**src/rtl/fetch_unit_pkg.sv**
```systemverilog
// Shared fetch/decode definitions: bubble word, PC step and fetch FSM encoding.
package fetch_unit_pkg;

  localparam logic [31:0] NOP_INSTR_DEF = 32'h0000_0013;
  localparam logic [31:0] PC_INC        = 32'd4;

  typedef enum logic [1:0] {
    ST_IDLE = 2'b00,
    ST_BUSY = 2'b01,
    ST_DROP = 2'b10,
    ST_HELD = 2'b11
  } fetch_state_e;

endpackage

```
**src/rtl/if_id_latch.sv**
```systemverilog
// IF/ID pipeline register: load on enable, flush forces the bubble word, PC untouched on flush.
module if_id_latch
  import fetch_unit_pkg::*;
#(
  parameter logic [31:0] NOP_INSTR = NOP_INSTR_DEF
) (
  input  logic        clock,
  input  logic        reset,
  input  logic        enable,
  input  logic        flush,
  input  logic [31:0] instr_in,
  input  logic [31:0] pc_in,
  output logic [31:0] instr_out,
  output logic [31:0] pc_out
);

  logic [31:0] instr_d, instr_q;
  logic [31:0] pc_d, pc_q;

  // next IF/ID contents; flush overrides any load of the instruction word
  always_comb begin
    instr_d = instr_q;
    pc_d    = pc_q;
    if (enable) begin
      instr_d = instr_in;
      pc_d    = pc_in;
    end else begin
      instr_d = instr_q;
      pc_d    = pc_q;
    end
    if (flush) begin
      instr_d = NOP_INSTR;
      pc_d    = pc_q;
    end else begin
      instr_d = instr_d;
    end
  end

  // IF/ID storage
  always_ff @(posedge clock or negedge reset) begin
    if (!reset) begin
      instr_q <= NOP_INSTR;
      pc_q    <= 32'h0000_0000;
    end else begin
      instr_q <= instr_d;
      pc_q    <= pc_d;
    end
  end

  assign instr_out = instr_q;
  assign pc_out    = pc_q;

endmodule

```
**src/rtl/fetch_unit.sv**
```systemverilog
// Instruction fetch: request FSM, PC/redirect tracking and a one-word holding buffer feeding IF/ID.
module fetch_unit
  import fetch_unit_pkg::*;
#(
  parameter logic [31:0] RESET_PC  = 32'h0000_0000,
  parameter logic [31:0] NOP_INSTR = NOP_INSTR_DEF
) (
  input  logic        clock,
  input  logic        reset,
  input  logic        pc_enable,
  input  logic        if_id_enable,
  input  logic        mux_sel_IF,
  input  logic        IF_flush,
  input  logic [31:0] pc_branch_value,
  output logic        imem_req,
  output logic [31:0] imem_addr,
  input  logic        imem_ack,
  input  logic [31:0] imem_rdata,
  output logic [31:0] instruction_out,
  output logic [31:0] pc_out,
  output logic        fetch_stall
);

  fetch_state_e state_d, state_q;
  logic        req_d, req_q;
  logic [31:0] addr_d, addr_q;
  logic [31:0] target_d, target_q;
  logic [31:0] buf_instr_d, buf_instr_q;
  logic [31:0] buf_pc_d, buf_pc_q;
  logic        ld_en_s;
  logic [31:0] ld_instr_s;
  logic [31:0] ld_pc_s;

  // next-state, request and IF/ID load selection
  always_comb begin
    state_d     = state_q;
    req_d       = req_q;
    addr_d      = addr_q;
    target_d    = target_q;
    buf_instr_d = buf_instr_q;
    buf_pc_d    = buf_pc_q;
    ld_en_s     = 1'b0;
    ld_instr_s  = NOP_INSTR;
    ld_pc_s     = pc_out;
    case (state_q)
      ST_IDLE: begin
        state_d = ST_BUSY;
        req_d   = 1'b1;
        addr_d  = RESET_PC;
      end
      ST_BUSY: begin
        if (imem_ack) begin
          if (mux_sel_IF) begin
            ld_en_s = 1'b1;
            addr_d  = pc_branch_value;
          end else if (pc_enable && if_id_enable) begin
            ld_en_s    = 1'b1;
            ld_instr_s = imem_rdata;
            ld_pc_s    = addr_q;
            addr_d     = addr_q + PC_INC;
          end else begin
            buf_instr_d = imem_rdata;
            buf_pc_d    = addr_q;
            req_d       = 1'b0;
            state_d     = ST_HELD;
          end
        end else if (mux_sel_IF) begin
          target_d = pc_branch_value;
          state_d  = ST_DROP;
        end else if (if_id_enable) begin
          ld_en_s = 1'b1;
        end else begin
          ld_en_s = 1'b0;
        end
      end
      ST_DROP: begin
        ld_en_s = if_id_enable;
        // a redirect arriving with the ack is newer than the saved target
        if (imem_ack) begin
          state_d = ST_BUSY;
          addr_d  = mux_sel_IF ? pc_branch_value : target_q;
        end else if (mux_sel_IF) begin
          target_d = pc_branch_value;
        end else begin
          target_d = target_q;
        end
      end
      ST_HELD: begin
        if (mux_sel_IF) begin
          ld_en_s = 1'b1;
          req_d   = 1'b1;
          addr_d  = pc_branch_value;
          state_d = ST_BUSY;
        end else if (pc_enable && if_id_enable) begin
          ld_en_s    = 1'b1;
          ld_instr_s = buf_instr_q;
          ld_pc_s    = buf_pc_q;
          req_d      = 1'b1;
          addr_d     = buf_pc_q + PC_INC;
          state_d    = ST_BUSY;
        end else begin
          ld_en_s = 1'b0;
        end
      end
      default: begin
        state_d = ST_IDLE;
        req_d   = 1'b0;
        addr_d  = RESET_PC;
      end
    endcase
  end

  // fetch state registers
  always_ff @(posedge clock or negedge reset) begin
    if (!reset) begin
      state_q     <= ST_IDLE;
      req_q       <= 1'b0;
      addr_q      <= RESET_PC;
      target_q    <= 32'h0000_0000;
      buf_instr_q <= 32'h0000_0000;
      buf_pc_q    <= 32'h0000_0000;
    end else begin
      state_q     <= state_d;
      req_q       <= req_d;
      addr_q      <= addr_d;
      target_q    <= target_d;
      buf_instr_q <= buf_instr_d;
      buf_pc_q    <= buf_pc_d;
    end
  end

  if_id_latch #(.NOP_INSTR(NOP_INSTR)) u_if_id (
    .clock     (clock),
    .reset     (reset),
    .enable    (ld_en_s),
    .flush     (IF_flush),
    .instr_in  (ld_instr_s),
    .pc_in     (ld_pc_s),
    .instr_out (instruction_out),
    .pc_out    (pc_out)
  );

  assign imem_req    = req_q;
  assign imem_addr   = addr_q;
  assign fetch_stall = ((state_q == ST_BUSY) || (state_q == ST_DROP)) && !imem_ack;

endmodule

```
**config.mk**
```make
export PLATFORM = sky130hd
export DESIGN_NAME = fetch_unit
export DESIGN_NICKNAME = d
export VERILOG_FILES = /design/src/rtl/fetch_unit_pkg.sv /design/src/rtl/if_id_latch.sv /design/src/rtl/fetch_unit.sv
export SDC_FILE = /design/constraint.sdc
export NUM_CORES = 1
export LEC_CHECK = 0
export BUFFER_PORTS_ARGS = -buffer_cell sky130_fd_sc_hd__buf_2
export CAP_MARGIN = 20
export CORE_UTILIZATION = 45
export DETAILED_ROUTE_END_ITERATION = 6
export GPL_TIMING_DRIVEN = 0
export PLACE_DENSITY_LB_ADDON = 0.08
export SLEW_MARGIN = 20
export SYNTH_ARGS = -nofsm -noshare
export SYNTH_HDL_FRONTEND = slang
export SYNTH_SLANG_ARGS = --single-unit
```
**constraint.sdc**
```tcl
create_clock -name clock -period 2.65 [get_ports clock]
set_input_delay 0.53 -clock clock [delete_from_list [all_inputs] [get_ports clock]]
set_output_delay 0.53 -clock clock [all_outputs]
set_load 0.01 [all_outputs]
```
Yosys cells after proc, flatten, opt, wreduce, memory -nomap -nowiden:

Cells that the tools add are included.

* bits in registers: 195
* input port bits: 71
* logic and storage cells: 86

* $add $sub $neg: 2
* eq/ne operators: 15
* muxes and demuxes: 42
* bitwise operators: 4
* reduce and logical (&&, ||, !) cells: 15

Operators by type and width (count)
* two-way mux 32 bit: 19
* case mux 32 bit (2 select lines): 2
* case mux 32 bit (4 select lines): 1
* adder 32 x 3 -> 32 bit (second input constant): 2
* inequality test 3 bit (second input constant): 5
* two-way mux 2 bit: 7
* inequality test 2 bit (second input constant): 7
* two-way mux 1 bit: 10
* AND reduction 5 bit: 2
* case mux 2 bit (4 select lines): 1
* AND reduction 4 bit: 2
* AND reduction 8 bit: 1
* case mux 1 bit (3 select lines): 2
* == test 2 bit (second input constant): 2
* inverter 1 bit: 4
* nonzero test 2 bit: 2
* nonzero test 3 bit: 1
* == test 2 x 1 -> 1 bit (second input constant): 1
* logical AND 1 bit: 2
* logical NOT 2 bit: 1
* AND reduction 2 bit: 1
* OR reduction 2 bit: 1
* logical NOT 1 bit: 1
* logical OR 1 bit: 1

Logic depth before layout (Yosys ltp):

Gate-level depths: netlist of run 1.

* depth after elaboration: 7
* mapped depth: 11
* gate-level depth less buffers: 8

Modules after synthesis:

From an unflattened synthesis of run 1, not the netlist that was laid out.

* cells, all modules: 1143
* area, all modules: 11686.2 um^2

Modules (own cells, without submodules)
* fetch_unit: instances 1, cells each 970, area each 9062.4 um^2
* if_id_latch: instances 1, cells each 173, area each 2623.8 um^2

Worst setup path after synthesis of run 1:

Ideal clock, no wire load.

* path kind: flip-flop to flip-flop
* start point: reg state_q[1]
* end point: reg u_if_id.pc_q[10], in the netlist u_if_id.pc_out[10]
* setup time: 0.125 ns
* data arrival time: 2.149 ns
* required time: 2.525 ns
* path slack: 0.377 ns
* cell stages (with the launch flop): 11
* cell sequence: dfrtp_1 inv_1 ha_1 buf_2 nor3b_1 o21ai_0 a21oi_1 nor2b_1 o2111a_1 buf_2 mux2_2

* word-level cells in the longest chain between the ends: 3

RTL lines
* start, declared: RTL line fetch_unit.sv:24 `fetch_state_e state_d, state_q;`
* start signal, assigned: RTL line fetch_unit.sv:123 `state_q <= state_d;`
* == test 2 bit / == test 2 x 1 -> 1 bit (equally long branches): RTL line fetch_unit.sv:45 `case (state_q)`
* case mux 1 bit (3 select lines) (tied with other cells): RTL line fetch_unit.sv:45
* AND reduction 8 bit (no line)
* end signal, assigned: RTL line if_id_latch.sv:46 `pc_q <= pc_d;`
* end, declared: RTL line if_id_latch.sv:18 `logic [31:0] pc_d, pc_q;`

Several ways; a longest one is shown, not always the timed one.
A chain may end at the register's enable or synchronous reset.

Worst setup path after layout of run 1:

* start point: reg state_q[1]
* end point: reg u_if_id.pc_q[9], in the netlist u_if_id.pc_out[9]

Same word-level chain as after synthesis.

==> results of run 1 <==
[cell type report]
cell class,count,share of cell area [%]
Clock buffer,18,3.50
Sequential cell,195,39.8
Buffer,66,2.52
Clock inverter,14,1.28
Tap cell,280,2.85
Timing Repair Buffer,177,7.93
Inverter,14,0.428
Multi-Input combinational cell,725,41.7
[placed cells by master (no fill, tap or decap), types with 8 or more instances in the layout]
master     count
dfrtp_1      190
buf_2        170
mux2_2       154
nand2_1       98
o21ai_0       94
nor2_1        62
a21oi_1       40
nand3_1       37
clkbuf_1      34
a22oi_1       31
xnor2_1       21
xor2_1        17
clkbuf_16     17
nand4_1       15
inv_1         14
clkbuf_2      13
and3_1        12
buf_1         10
nor3_1        10
nand2b_1       8
o211ai_1       8
o31ai_1        8
a221oi_1       8
[stage by stage]
stage                     total power, uW  instance area (sq um)  setup slack, ns  utilization [%]  hold WS, ns
after floorplan                      8810                  10300            0.377                -        0.234
after global placement              10900                  11500            -2.46             51.9        0.458
after detailed placement            11000                  11500           -0.729             52.2        0.453
after CTS                           13700                  12200           0.0292             55.3        0.304
after global routing                14600                  12300          -0.0305             55.6        0.314
final                               13800                  12300           0.0770             55.6        0.317
[per-layer routing]
| metal | part of all wire, % | track usage [%] | vias to the layer above | wire [microns] |
|---|---|---|---|---|
| met1 | 43 | 38.0 | 4320 | 14100 |
| met5 | 0.052 | 0 | - | 17 |
| met2 | 45 | 44.7 | 359 | 14600 |
| met3 | 8.4 | 7.03 | 79 | 2740 |
| li1 | - | - | 4038 | - |
| met4 | 3.3 | 11.7 | 2 | 1060 |
[worst max-delay path, stage by stage (launching register included)]
cell and delay [ns]:
dfrtp_1 0.43, inv_1 0.09, ha_1 0.17, buf_6 0.15, nor3b_1 0.17, o21ai_0 0.10
a21oi_1 0.23, nor2b_4 0.20, o2111a_2 0.23, buf_4 0.17, buf_8 0.15, mux2_2 0.35
[kinds of logic (layout without fill, tap and decap cells)]
group / after synthesis / after routing / share of synthesized area [%]
fa+ha+maj: 7 / 7 / 0.853
flops: 195 / 195 / 47.5
simple gates: 289 / 289 / 13.8
buf+inv: 85 / 289 / 3.25
mux: 154 / 154 / 16.9
xor+xnor: 38 / 38 / 3.24
compound gates: 237 / 237 / 14.5
[power by group through the flow]
stage	registers (uW)	clock network, uW	logic [uW]
global route	5450	2780	6400
finish	5270	2640	5900
CTS	5220	2670	5820
detailed placement	5280	0	5720
global placement	5230	0	5640
floorplan	5180	0	3630
[worst paths after layout]
kind,slack (ns),endpoint
worst min register to register,0.48,u_if_id.instr_out[29]
min in group asynchronous,0.56,u_if_id.pc_out[5]
worst max register to register,0.08,u_if_id.pc_out[9]
worst min-delay path,0.32,buf_instr_q[8]
worst max-delay path,0.08,u_if_id.pc_out[9]
max in group asynchronous,1.33,u_if_id.instr_out[1]
[sequential cells by signal (all words and copies together) (netlist names)]
register           count
buf_instr_q           32
buf_pc_q              32
imem_addr             32
target_q              32
u_if_id.instr_out     32
u_if_id.pc_out        32
state_q                2
imem_req               1
[timing repair]
item	CTS	global route
cloned	0	0
endpoints found under the hold margin	40	0
gates resized for setup	26	22
hold buffers	1	0
pin swaps	1	2
endpoints found under the setup margin	99	80
buffers inserted	2	4
==> metrics.csv, run 1 <==
stage;metric;value;unit
grt;grt_usage;28.6;%
clock_network;cts_buffer_depth;2;
layout;diodes;0;
clock_network;clock_latency;0.46;ns
floorplan;rows;54;
synthesis;ys_top_cells_by_area;dfrtp_1, mux2_2, o21ai_0;
power;power_frac_clock;19.1;%
synthesis;synth_seq_area_share;47.5;%
clock_network;cts_tree;built;
place;dp.cells;1455;
layout;drive_above_1_share;34.3;%
clock_network;path_clk_slew;0.09;ns
clock_network;cts.sinks;195;
floorplan;die_h;153;microns
layout;seq_area;0.00489;sq mm
worst_hold_path;holdPathStages;2;
grt;grt_pass1_wl;50900;microns
clock_network;cts_root_buf;clkbuf_16;
timing;fin_crit_sh;97.1;%
power;combPwrFrac;42.7;%
synthesis;synth.distinct_cells;60;
timing;fin_skew;0.0115;ns
worst_setup_path;required;2.99;ns
synthesis;synth_ff_type;dfrtp_1;
synthesis;synth_most_common_cell;dfrtp_1;
synthesis;avgSynthCellArea;10.2;sq um
route;antenna_left;0;
layout;area_growth;19.5;%
place;dp_hpwl;23200;microns
synthesis;synthCells;1005;
floorplan;start_util;46.5;%
place;place.gp.congestion;0.901;
power;p_int;8070;uW
floorplan;io_pins;169;
worst_setup_path;cp-end-kind;register;
grt;grt_antenna_before_repair;2;
power;power_frac_seq;38.2;%
synthesis;ys_async_sr_fraction;100;%
worst_setup_path;cp_max_fo;10;
worst_setup_path;reg2reg_depth;11;
grt;grt_pass1_vias;8808;
synthesis;syn_area;0.0103;sq mm
route;drc;0;
worst_hold_path;min_path_type;primary input to register;
route;wl;32500;microns
job;drv_cap;0;
synthesis;synth_top_area_cell;dfrtp_1;
timing;fin_crit;2.57;ns
floorplan;die_x;153;microns
synthesis;synth_top_area_share;46.8;%
power;ir_drop;0.000471;V
grt;grt_overflow;0;
grt;grt_max_degree;83;
clock_network;cts_max_level;4;
timing;finalSetupViolCount;0;
worst_hold_path;worstHoldStart;imem_rdata[8];
timing;setup_tns;0;ns
worst_setup_path;arrival;2.91;ns
layout;final_nets;1274;
power;power_leakage;0.00553;uW
timing;tightest_slew;0.835;ns
worst_setup_path;cp-start-kind;register;
place;io_buffer_count;168;
layout;multi_input_area;0.00512;sq mm
layout;layout.cells.non_filler;1489;
worst_setup_path;crit_type;register to register;
power;p_sw;5740;uW
route;avgViaCountPerCell;5.91;
floorplan;die_area;0.0234;sq mm
synthesis;synthTopCellsByCount;dfrtp_1, mux2_2, nand2_1;
synthesis;synth-edff-count;0;
route;drtPass1Iterations;5;
power;swShare;41.6;%
timing;timing.fmax;0.389;GHz
route;post_drt_wl_per_cell;21.8;microns
synthesis;ys_seq_elements;195;
timing;slew-limit-headroom;44.3;%
route;drtIter0Drc;679;
power;p_per_area;1120;mW/mm^2
synthesis;syn_nets;1083;
worst_setup_path;timing.rr.start;state_q[1];
outcome;status;finished clean;
clock_network;cts_buffers;17;
route;vias;8798;
timing;slew_viol_final;0;
synthesis;ys_warn_count;0;
worst_setup_path;startpoint;state_q[1];
layout;fill_cells;1992;
floorplan;fp.coreArea;0.0221;sq mm
timing;finalHoldViolCount;0;
No activity file was read; power rests on OpenSTA's default activity.
==> inputs of run 2 (changes only) <==
--- a/config.mk
+++ b/config.mk
@@ -14,4 +14,5 @@
 export SLEW_MARGIN = 20
 export SYNTH_ARGS = -nofsm -noshare
 export SYNTH_HDL_FRONTEND = slang
+export SYNTH_HIERARCHICAL = 1
 export SYNTH_SLANG_ARGS = --single-unit
==> run 2 against run 1 <==
  * First-iteration DRC count is 56% higher
  * Clock skew is 0.0029 ns higher
  * Global-route usage is 1.4 points higher
==> metrics.csv, run 2 <==
stage;metric;value;unit;change
route;antenna_left;0;;unchanged
floorplan;die_h;163;microns;+6.6%
layout;seq_area;0.00489;sq mm;unchanged
synthesis;synth_ff_type;dfrtp_1;;
grt;grt_overflow;0;;unchanged
worst_setup_path;required;2.98;ns;about the same
timing;finalHoldViolCount;0;;unchanged
worst_setup_path;reg2reg_depth;13;;+2
timing;fin_crit;2.58;ns;+0.00547 ns
route;post_drt_wl_per_cell;23.6;microns;+7.9%
synthesis;ys_top_cells_by_area;dfrtp_1, mux2_2, mux2i_1;;
timing;setup_ws;0.0715;ns;-0.00547 ns
grt;grt_usage;30.0;%;+1.4 points
place;place.gp.congestion;0.957;;+6.2%
layout;most-common-layout-cells;dfrtp_1, buf_2, mux2_2;;
place;dpl-instance-area;0.0130;sq mm;+13%
place;io_buffer_count;166;;-1.2%
clock_network;cts_buffers;17;;unchanged
synthesis;ys_async_sr_fraction;100;%;unchanged
grt;grt_max_degree;78;;-6.0%
clock_network;cts_root_buf;clkbuf_16;;
worst_setup_path;cp-end-kind;register;;
clock_network;path_clk_slew;0.09;ns;about the same
clock_network;clock_latency;0.45;ns;about the same
synthesis;synth-edff-count;0;;unchanged
synthesis;ys_seq_elements;195;;unchanged
worst_setup_path;cp_max_fo;10;;unchanged
synthesis;ys_warn_count;6;;+6
clock_network;cts_max_level;4;;unchanged
power;combPwrFrac;46.5;%;+3.8 points
timing;fin_crit_sh;97.3;%;+0.21 points
power;power_frac_clock;17.6;%;-1.5 points
route;drc;0;;unchanged
grt;grt_antenna_before_repair;0;;-2
worst_setup_path;cp-start-kind;register;;
synthesis;synth_seq_area_share;41.8;%;-5.8 points
power;ir_drop;0.000480;V;+2.0%
layout;final_cell_area;0.0139;sq mm;+13%
layout;drive_above_1_share;31.0;%;-3.4 points
floorplan;die_area;0.0266;sq mm;+14%
timing;tightest_slew;1.14;ns;+0.306 ns
job;drv_cap;0;;unchanged
clock_network;cts_buffer_depth;2;;unchanged
worst_hold_path;holdPathStages;2;;unchanged
power;p_int;8600;uW;+6.7%
power;p_per_area;1090;mW/mm^2;-2.6%
floorplan;io_pins;169;;unchanged
timing;fin_skew;0.0144;ns;+0.00292 ns
worst_hold_path;min_path_type;primary input to register;;
timing;timing.fmax;0.388;GHz;-0.21%
worst_setup_path;crit_type;register to register;;
layout;final_common_cell;dfrtp_1;;
route;vias;10400;;+18%
synthesis;synth_top_area_share;41.1;%;-5.7 points
synthesis;synth_top_area_cell;dfrtp_1;;
power;power_leakage;0.00621;uW;+12%
route;drtIter0Drc;1061;;+56%
power;swShare;43.5;%;+1.9 points
synthesis;synth.distinct_cells;73;;+22%
synthesis;synthCells;1143;;+14%
floorplan;rows;58;;+7.4%
floorplan;start_util;46.1;%;-0.35 points
layout;final_nets;1418;;+11%
route;avgViaCountPerCell;6.17;;+4.4%
timing;slew_viol_final;0;;unchanged
timing;setup_tns;0;ns;unchanged
layout;multi_input_area;0.00634;sq mm;+24%
power;p_sw;6620;uW;+15%
clock_network;cts.sinks;195;;unchanged
power;power_frac_seq;35.9;%;-2.3 points
layout;fill_cells;2353;;+18%
grt;grt_pass1_wl;59500;microns;+17%
layout;area_growth;19.0;%;
synthesis;syn_area;0.0117;sq mm;+14%
synthesis;avgSynthCellArea;10.2;sq um;about the same
worst_setup_path;arrival;2.91;ns;about the same
outcome;status;finished clean;;
clock_network;cts_tree;built;;
route;wl;39600;microns;+22%
layout;diodes;0;;unchanged
synthesis;syn_nets;1221;;+13%
synthesis;synthTopCellsByCount;dfrtp_1, mux2_2, nand2_1;;
synthesis;synth_most_common_cell;dfrtp_1;;
grt;grt_pass1_vias;9762;;+11%
floorplan;die_x;163;microns;+6.6%
floorplan;fp.coreArea;0.0253;sq mm;+15%
route;drtPass1Iterations;5;;unchanged
place;dp_hpwl;29300;microns;+26%
timing;slew-limit-headroom;23.1;%;-21 points
timing;finalSetupViolCount;0;;unchanged
place;place_ws;-0.951;ns;-0.221 ns
==> run 2: cell count changes after synthesis, sizes merged, moves of 12 or more <==
cell	delta
o21ai	-46
o221ai	+29
nor4	+12
a22oi	-18
mux2i	+90
buf	+22
a22o	+21
mux2	-25
==> run 2: worst paths after layout <==
| path | startpoint | end | slack, ns |
|---|---|---|---|
| worst max-delay path | state_q[1] | u_if_id/pc_out[23] | 0.07 |
| worst min-delay path | imem_rdata[25] | buf_instr_q[25] | 0.31 |
| worst max register to register | state_q[1] | u_if_id/pc_out[23] | 0.07 |
| worst min register to register | buf_instr_q[5] | buf_instr_q[5] | 0.51 |
| max in group asynchronous | reset | u_if_id/instr_out[4] | 0.92 |
| min in group asynchronous | reset | u_if_id/pc_out[12] | 0.56 |
==> run 2: metal layers <==
metal | global-route usage [%] | vias up | share of wire, %
met5 | 0 | - | 0
met4 | 8.37 | 0 | 1.9
met3 | 5.43 | 51 | 7.9
met2 | 44.3 | 456 | 44
met1 | 44.5 | 5182 | 46
li1 | - | 4696 | -
==> run 2: logic make-up after synthesis <==
| kind of cell | share of synthesized area (%) |
|---|---|
| and+or+nand+nor | 13.7 |
| AOI/OAI and AO/OA | 16.3 |
| muxes | 21.1 |
| DFF | 41.8 |
| buffers and inverters | 4.54 |
| xor gates and xnor gates | 1.80 |
| adders and majority gates | 0.749 |
==> run 2: power groups by stage <==
stage / Combinational [uW] / Clock (uW) / Sequential [uW]
after floorplan: 4350 / 0 / 5180
after global placement: 6500 / 0 / 5400
after detailed placement: 6590 / 0 / 5450
after CTS: 6840 / 2720 / 5390
after global routing: 7590 / 2830 / 5590
final: 7090 / 2680 / 5470
==> run 2: timing repair <==
action                                 in CTS  in global routing
setup endpoints to repair                 160                 49
gates resized for setup                    37                 27
setup buffers                               5                  3
cloned                                      0                  2
pin swaps                                   1                  2
endpoints found under the hold margin      48                  0
hold buffers                                1                  0
==> run 2: through the flow <==
step / utilization [%] / power, uW / hold slack, ns / instances
after floorplan: - / 9540 / 0.234 / 1143
after global routing: 54.9 / 16000 / 0.309 / 1683
final: 54.9 / 15200 / 0.312 / 1683
after detailed placement: 51.3 / 12000 / 0.455 / 1641
after global placement: 51.1 / 11900 / 0.488 / 1639
after CTS: 54.3 / 15000 / 0.310 / 1678
==> run 2: layout make-up <==
type                       count  share of cell area, %
inverter                      19                  0.558
tap                          330                   2.97
multi-input combinational    829                   45.6
buffer                        99                   4.04
sequential                   195                   35.1
clock inverter                15                   1.33
clock buffer                  17                   3.06
timing repair buffer         179                   7.30
==> run 2: worst max-delay path: stages, from the launching register on <==
cell,delay (ns)
dfrtp_1,0.43
inv_2,0.09
ha_2,0.18
clkbuf_8,0.15
inv_6,0.08
buf_12,0.16
nor3_1,0.13
o21ai_0,0.09
a21oi_1,0.20
buf_6,0.16
nor2b_4,0.16
buf_12,0.15
buf_12,0.15
mux2_4,0.31
==> inputs of run 3 (changes only) <==
--- a/config.mk
+++ b/config.mk
@@ -7,6 +7,8 @@
 export LEC_CHECK = 0
 export BUFFER_PORTS_ARGS = -buffer_cell sky130_fd_sc_hd__buf_2
 export CAP_MARGIN = 20
+export CELL_PAD_IN_SITES_DETAIL_PLACEMENT = 1
+export CELL_PAD_IN_SITES_GLOBAL_PLACEMENT = 1
 export CORE_UTILIZATION = 45
 export DETAILED_ROUTE_END_ITERATION = 6
 export GPL_TIMING_DRIVEN = 0
==> run 3 against run 2 <==
  * Count of clock-buffer cells in the layout is 1 higher
  * Flip-flop and latch count stayed put
  * First-iteration DRC count is 13% lower
  * Critical endpoint is now u_if_id/pc_out[17]
  * Non-clock buffer count is 2 lower
==> metrics.csv, run 3 (same netlist as run 2, synthesis figures left out) <==
stage;metric;value;unit;change
layout;final_cell_area;0.0139;sq mm;-0.22%
grt;grt_antenna_before_repair;1;;+1
clock_network;cts_buffer_depth;2;;unchanged
grt;grt_pass1_vias;10700;;+10%
timing;fin_crit;2.60;ns;+0.0202 ns
place;dpl-instance-area;0.0130;sq mm;+0.21%
power;ir_drop;0.000480;V;about the same
place;dp_hpwl;31700;microns;+8.4%
timing;timing.fmax;0.385;GHz;-0.78%
layout;final_common_cell;dfrtp_1;;
worst_hold_path;min_path_type;primary input to register;;
floorplan;io_pins;169;;unchanged
floorplan;fp.coreArea;0.0253;sq mm;unchanged
grt;grt_max_degree;56;;-28%
layout;seq_area;0.00488;sq mm;about the same
route;avgViaCountPerCell;6.35;;+2.9%
worst_setup_path;cp-end-kind;register;;
clock_network;cts_max_level;4;;unchanged
clock_network;cts.sinks;195;;unchanged
floorplan;die_h;163;microns;unchanged
timing;setup_tns;0;ns;unchanged
layout;fill_cells;2884;;+23%
route;vias;10700;;+2.8%
floorplan;die_area;0.0266;sq mm;unchanged
timing;finalSetupViolCount;0;;unchanged
timing;slew_viol_final;0;;unchanged
worst_setup_path;crit_type;register to register;;
layout;drive_above_1_share;31.6;%;+0.64 points
worst_setup_path;cp_max_fo;10;;unchanged
layout;area_growth;18.8;%;
clock_network;clock_latency;0.45;ns;about the same
job;drv_cap;0;;unchanged
power;p_per_area;1110;mW/mm^2;+0.95%
clock_network;cts_tree;built;;
route;drtPass1Iterations;5;;unchanged
worst_setup_path;arrival;2.93;ns;+0.02 ns
floorplan;die_x;163;microns;unchanged
grt;grt_pass1_wl;64800;microns;+9.0%
layout;multi_input_area;0.00635;sq mm;about the same
route;drtIter0Drc;925;;-13%
timing;fin_skew;0.0132;ns;-0.00127 ns
clock_network;path_clk_slew;0.08;ns;about the same
route;post_drt_wl_per_cell;25.5;microns;+8.4%
route;wl;42900;microns;+8.3%
route;drc;0;;unchanged
route;antenna_left;0;;unchanged
layout;most-common-layout-cells;dfrtp_1, buf_2, mux2_2;;
grt;grt_overflow;0;;unchanged
place;io_buffer_count;166;;unchanged
timing;slew-limit-headroom;35.0;%;+12 points
timing;fin_crit_sh;98.1;%;+0.76 points
power;power_leakage;0.00619;uW;-0.23%
grt;grt_usage;32.6;%;+2.7 points
place;place.gp.congestion;0.937;;-2.1%
clock_network;cts_buffers;17;;unchanged
layout;final_nets;1416;;-0.14%
floorplan;start_util;46.1;%;unchanged
worst_setup_path;required;2.98;ns;about the same
outcome;status;finished clean;;
timing;tightest_slew;0.965;ns;-0.177 ns
worst_setup_path;cp-start-kind;register;;
timing;finalHoldViolCount;0;;unchanged
floorplan;rows;58;;unchanged
clock_network;cts_root_buf;clkbuf_16;;
run 3: critical path, cell delays in order (launching register included):
cell and delay [ns]:
dfrtp_1 0.43, ha_2 0.34, clkbuf_8 0.24, clkbuf_8 0.23, o21ai_1 0.11, a21oi_2 0.21, buf_6 0.15, nor2b_4 0.14
buf_6 0.15, buf_12 0.16, mux2_4 0.30
run 3: what timing repair did:
| item | CTS | global route |
|---|---|---|
| buffers inserted | 3 | 3 |
| endpoints found under the setup margin | 160 | 68 |
| gates resized for setup | 43 | 34 |
| cloned | 0 | 1 |
| pin swaps | 0 | 1 |
| hold buffers | 1 | 0 |
| endpoints found under the hold margin | 40 | 0 |
run 3: cell type report:
type	count	share of cell area [%]
Clock inverter	14	1.13
Inverter	19	0.595
Multi-Input combinational cell	829	45.7
Tap cell	330	2.97
Timing Repair Buffer	177	7.09
Antenna cell	1	0.0180
Buffer	99	4.11
Sequential cell	195	35.2
Clock buffer	18	3.16
run 3: power by group:
part           leakage, uW  switching [uW]  internal, uW  total, uW
Sequential         0.00246            1350          4130       5480
Clock             0.000288            1380          1290       2670
Combinational      0.00344            4050          3140       7180
run 3: path summary, 6_finish.rpt:
check | endpoint | cells after the start | start | slack, ns
setup / recovery | u_if_id/pc_out[17] | 10 | state_q[0] | 0.05
hold / removal | buf_instr_q[13] | 2 | imem_rdata[13] | 0.32
setup reg to reg | u_if_id/pc_out[17] | 10 | state_q[0] | 0.05
hold reg to reg | buf_instr_q[13] | 1 | buf_instr_q[13] | 0.51
max in group asynchronous | buf_instr_q[6] | 5 | reset | 0.90
min in group asynchronous | u_if_id/pc_out[8] | 2 | reset | 0.55
run 3: routing by layer:
| metal | track usage [%] | routed length, microns | vias up |
|---|---|---|---|
| met4 | 12.7 | 1360 | 0 |
| met1 | 46.9 | 19300 | 5444 |
| met5 | 0 | 0 | - |
| li1 | - | - | 4687 |
| met2 | 49.2 | 19200 | 464 |
| met3 | 4.77 | 3090 | 85 |
run 3: through the flow:
step	instances	utilization [%]	hold slack [ns]	power, uW	setup slack [ns]
finish	1682	54.8	0.319	15300	0.0513
global route	1682	54.8	0.319	16100	-0.0196
CTS	1677	54.4	0.310	15100	-0.0272
detailed placement	1642	51.4	0.433	12200	-0.972
global placement	1639	51.1	0.483	11900	-2.45
floorplan	1143	-	0.234	9540	0.0620
